==> config.mk <==
export PLATFORM = sky130hd
export DESIGN_NAME = pwm_ctrl
export DESIGN_NICKNAME = d
export VERILOG_FILES = /design/src/rtl/pwm_pkg.sv /design/src/rtl/pwm_chan.sv /design/src/rtl/pwm_ctrl.sv
export SDC_FILE = /design/constraint.sdc
export NUM_CORES = 1
export LEC_CHECK = 0
export CAP_MARGIN = 20
export CORE_ASPECT_RATIO = 1.75
export CORE_MARGIN = 2
export CORE_UTILIZATION = 60
export DETAILED_ROUTE_END_ITERATION = 8
export GPL_TIMING_DRIVEN = 0
export MAX_ROUTING_LAYER = met4
export PLACE_DENSITY = 0.95
export SYNTH_ARGS = -nofsm -noshare
export SYNTH_HDL_FRONTEND = slang
export SYNTH_HIERARCHICAL = 1
export SYNTH_SLANG_ARGS = --single-unit
==> constraint.sdc <==
create_clock -name clk -period 3.7 [get_ports clk]
set_input_delay 0.37 -clock clk [delete_from_list [all_inputs] [get_ports clk]]
set_output_delay 0.37 -clock clk [all_outputs]
set_load 0.005 [all_outputs]
==> src/rtl/pwm_pkg.sv <==
// Shared PWM types and constants: channel FSM states, default widths, wrap value.
// Latency: n/a (declarations only).
// Backpressure: n/a.
package pwm_pkg;

    localparam int NUM_CH_DEF = 4;
    localparam int CNT_W_DEF  = 8;

    typedef enum logic [1:0] {
        OFF   = 2'd0,
        ARMED = 2'd1,
        RUN   = 2'd2
    } ch_state_t;

    function automatic int cnt_max_of(input int w);
        return (1 << w) - 1;
    endfunction

    localparam int CNT_MAX = cnt_max_of(CNT_W_DEF);

endpackage

==> src/rtl/pwm_chan.sv <==
// One PWM channel: OFF/ARMED/RUN FSM, period-latched duty, registered compare output.
// Latency: pwm lags cnt by one clk; dropping en forces pwm low on the next clk.
// Backpressure: none, outputs are free-running.
module pwm_chan
    import pwm_pkg::*;
#(
    parameter int CNT_W = CNT_W_DEF
) (
    input  logic             clk,
    input  logic             rst_n,
    input  logic             en,
    input  logic [CNT_W-1:0] duty,
    input  logic [CNT_W-1:0] cnt,
    input  logic             period_start,
    output logic             pwm,
    output logic             active
);

    ch_state_t        state;
    logic [CNT_W-1:0] duty_sh;

    always_ff @(posedge clk or negedge rst_n) begin
        if (!rst_n) begin
            state   <= OFF;
            duty_sh <= '0;
            pwm     <= 1'b0;
            active  <= 1'b0;
        end else if (!en) begin
            // disable wins over every other transition and aborts the pulse
            state   <= OFF;
            duty_sh <= '0;
            pwm     <= 1'b0;
            active  <= 1'b0;
        end else begin
            pwm <= (state == RUN) && (cnt < duty_sh);
            case (state)
                OFF: begin
                    state  <= ARMED;
                    active <= 1'b0;
                end
                ARMED: begin
                    if (period_start) begin
                        state   <= RUN;
                        duty_sh <= duty;
                        active  <= 1'b1;
                    end
                end
                RUN: begin
                    if (period_start) begin
                        duty_sh <= duty;
                    end
                end
                default: begin
                    state  <= OFF;
                    active <= 1'b0;
                end
            endcase
        end
    end

endmodule

==> src/rtl/pwm_ctrl.sv <==
// Multi-channel PWM: shared prescaler and period counter feeding NUM_CH channels.
// Latency: tick/period_start registered; pwm_out lags the period counter by one clk.
// Backpressure: none, counters free-run regardless of channel enables.
module pwm_ctrl
    import pwm_pkg::*;
#(
    parameter int NUM_CH  = NUM_CH_DEF,
    parameter int CNT_W   = CNT_W_DEF,
    parameter int CLK_DIV = 4
) (
    input  logic                    clk,
    input  logic                    rst_n,
    input  logic [NUM_CH-1:0]       ch_en,
    input  logic [NUM_CH*CNT_W-1:0] duty,
    output logic [NUM_CH-1:0]       pwm_out,
    output logic                    tick,
    output logic                    period_start,
    output logic [NUM_CH-1:0]       ch_active
);

    localparam logic [15:0]      PRESC_TOP = 16'(CLK_DIV - 1);
    localparam logic [CNT_W-1:0] CNT_TOP   = CNT_W'(cnt_max_of(CNT_W));

    logic [15:0]      presc;
    logic [15:0]      presc_d;
    logic             tick_d;
    logic [CNT_W-1:0] cnt;
    logic [CNT_W-1:0] cnt_d;
    logic             ps_d;

    // Pulses are computed from next-state values so they line up with the
    // cycle in which the prescaler sits at its top value.
    always_comb begin
        presc_d = (presc == PRESC_TOP) ? 16'd0 : presc + 16'd1;
        tick_d  = (presc_d == PRESC_TOP);
        cnt_d   = tick ? cnt + CNT_W'(1) : cnt;
        ps_d    = tick_d && (cnt_d == CNT_TOP);
    end

    always_ff @(posedge clk or negedge rst_n) begin
        if (!rst_n) begin
            presc        <= '0;
            cnt          <= '0;
            tick         <= 1'b0;
            period_start <= 1'b0;
        end else begin
            presc        <= presc_d;
            cnt          <= cnt_d;
            tick         <= tick_d;
            period_start <= ps_d;
        end
    end

    for (genvar i = 0; i < NUM_CH; i++) begin : g_ch
        pwm_chan #(
            .CNT_W(CNT_W)
        ) u_chan (
            .clk          (clk),
            .rst_n        (rst_n),
            .en           (ch_en[i]),
            .duty         (duty[i*CNT_W +: CNT_W]),
            .cnt          (cnt),
            .period_start (period_start),
            .pwm          (pwm_out[i]),
            .active       (ch_active[i])
        );
    end

endmodule

==> metrics.txt <==
worst slew pin tran=0.943 ns; Crit. End Element=flip-flop; post-synthesis mux area share=0.507%; fmax=517 MHz; H-Tree Depth=3; largest family of logic cells by synthesized area=simple AND/OR/NAND/NOR gates; vias in the first global route=3812; status=finished, final reports clean; Synth Area per Inst=9.27 sq um; final hold violations=0; Compound-Gate Fraction of Synth Area=11.9%; initial antenna violation count=0; final period utilization=52.3%; CTS tree=built; total core area=6810 sq um; post-synthesis instance total=452; EDFF count, synth=0; post-DP HPWL=6940 um; Routed Antenna Nets=0; Power Dens Cells=418 nW/um^2; Avg Vias per Cell=6.10; min Tclk post-route=1.93 ns; Yosys top cell by area=dfrtp_1; clock root cell=clkbuf_16; WS Path Type=flip-flop to flip-flop; DRT Pass-1 Iters=7; wire length per cell=17.1 um; grt ovf=0; async set-reset flop share out of synthesis=100%; Yosys top cell area share=44.2%; FP Rows=40; Clock Path Buffers=2; Syn Nets=536; leakage power=0.00217 uW; # DRC=0; Reg2Reg Setup Slack=1.77 ns; clock slew at reported path FFs=0.06 ns; worst skew pair latency=0.33 ns; Critical Path RT=3.94 ns; hold_ws=0.175 ns; commonest non-fill, non-tap cells in the layout=dfrtp_1 (74), a21oi_1 (49); Min-Delay Path Class=input pin to async pin; Chip Width=67.2 um; routability cong.=0.887; Ant. Diodes=0; Synth Cell Area=4190 sq um; CTS Buf Count=9; PortBufs=47; peak supply drop=0.320 mV; Rel. slew slack=37.1%; die height=115 um; adder-cell share of the synthesized area=13.7%; RSZ-0062 raised after global routing=no; total power=2110 uW; Netlist cell types=37; Slew Viols, Final=0; pin count of the biggest net entering global routing=75; CP max FO=5; Total GRT Usage=29.5%; layout cells sized above 1=6.41%; sinks on the clock net=74; ys flop type=dfrtp_1; Synth area leaders=dfrtp_1 (44%), ha_1 (14%), a21oi_1 (5.9%), nand3_1 (4.4%), inv_1 (4.1%); vias=3651; Post-Synth Simple-Gate Area=19.4%; first-pass GRT wire length=16600 um; crit path from=presc[0]; Layout area overhead=20.4%; startpoint of the worst register-to-register path=presc[0]; Worst Reg-to-Reg Cells=6; Initial DRC Count=319; cts hold-fix bufs=0; crit path DAT=2.17 ns; post-CTS sizing=0; Critical Path Sink=period_start; setup bufs post-CTS=0; drt total wl=10300 um; Clock Skew=0.00548 ns; R2R Path End=period_start; Finish-stage setup viols=0; Yosys Warn Count=6; Seq/Total Area, Yosys=44.2%; FF+latch count, synth=74; setup TNS=0 ns; Initial Utilization=61.6%; XOR/XNOR Fraction of Synth Area=4.18%; max cap viols=0; Final #Nets=594; crit path launch type=flip-flop; most common cell after layout, fill and taps aside=dfrtp_1; die area=7700 sq um; I/O pins=48
==> flip-flops by register name, indices dropped and copies added, names as in the netlist <==
| name | cells |
|---|---|
| cnt | 8 |
| g_ch.u_chan/active | 4 |
| g_ch.u_chan/duty_sh | 32 |
| g_ch.u_chan/pwm | 4 |
| g_ch.u_chan/state | 8 |
| period_start | 1 |
| presc | 16 |
| tick | 1 |
==> per-stage QoR <==
step / setup slack (ns) / cell area (sq um) / utilization (%) / instances
6_report: 1.77 / 5050 / 74.2 / 599
5_1_grt: 1.57 / 5050 / 74.2 / 599
4_1_cts: 1.77 / 5050 / 74.2 / 599
3_5_place_dp: 1.80 / 4760 / 70.0 / 583
3_3_place_gp: -0.191 / 4770 / 70.0 / 583
2_1_floorplan: 2.04 / 4190 / - / 452
==> power by group <==
| group | leakage [uW] | switching, uW | internal (uW) |
|---|---|---|---|
| registers | 0.00101 | 32.7 | 842 |
| clock network | 0.000143 | 313 | 507 |
| logic | 0.00101 | 252 | 164 |
==> per-layer routing <==
metal	vias up	global-route usage, %	share of wire (%)
li1	1688	-	-
met1	1788	28.9	36
met2	136	51.5	55
met3	39	6.19	4.4
met4	0	18.0	4.6
met5	-	-	0
==> worst min-delay path by stage <==
stage / slack, ns / cells past startpoint / to / startpoint
2_1_floorplan: 0.07 / 0 / cnt[0] / rst_n
3_3_place_gp: 0.47 / 1 / presc[15] / presc[15]
3_5_place_dp: 0.48 / 1 / presc[15] / presc[15]
4_1_cts: 0.22 / 1 / g_ch[1].u_chan/active / rst_n
5_1_grt: 0.25 / 1 / g_ch[1].u_chan/active / rst_n
6_report: 0.17 / 1 / g_ch[1].u_chan/active / rst_n
==> Yosys cell counts, types with 3 or more instances <==
cell type / n
nor4_1: 3
buf_2: 13
a211oi_1: 9
xor2_1: 8
nor2b_1: 9
xnor2_1: 12
a21oi_1: 49
nand4_1: 13
nand3_1: 37
clkinv_1: 4
nand2_1: 46
or3b_1: 4
nor2_1: 21
inv_1: 46
nor3_1: 5
dfrtp_1: 74
o21ai_0: 21
and3_1: 3
o2111ai_1: 4
nand3b_1: 4
ha_1: 46
==> critical path, stage by stage (launching register included) <==
cell and delay (ns):
dfrtp_1 0.42, ha_1 0.27, and4_2 0.30, nand2_1 0.09
nor4b_1 0.29, o32ai_1 0.17, nor4_2 0.29
==> logic make-up (layout without fill, tap and decap cells) <==
family,Yosys count,in the layout
muxes,2,2
xor gates and xnor gates,20,20
AOI/OAI and AO/OA,89,89
and+or+nand+nor,158,158
adders and majority gates,46,46
DFF,74,74
buffers and inverters,63,126
==> cell type report <==
class	count	area (sq um)
buffer	13	65.1
clock buffer	14	274
multi-input combinational	315	2090
timing repair buffer	47	468
clock inverter	2	10.0
fill	460	1760
inverter	50	188
sequential	74	1850
tap	84	105
Note: power is estimated with default switching activity, not from simulation.
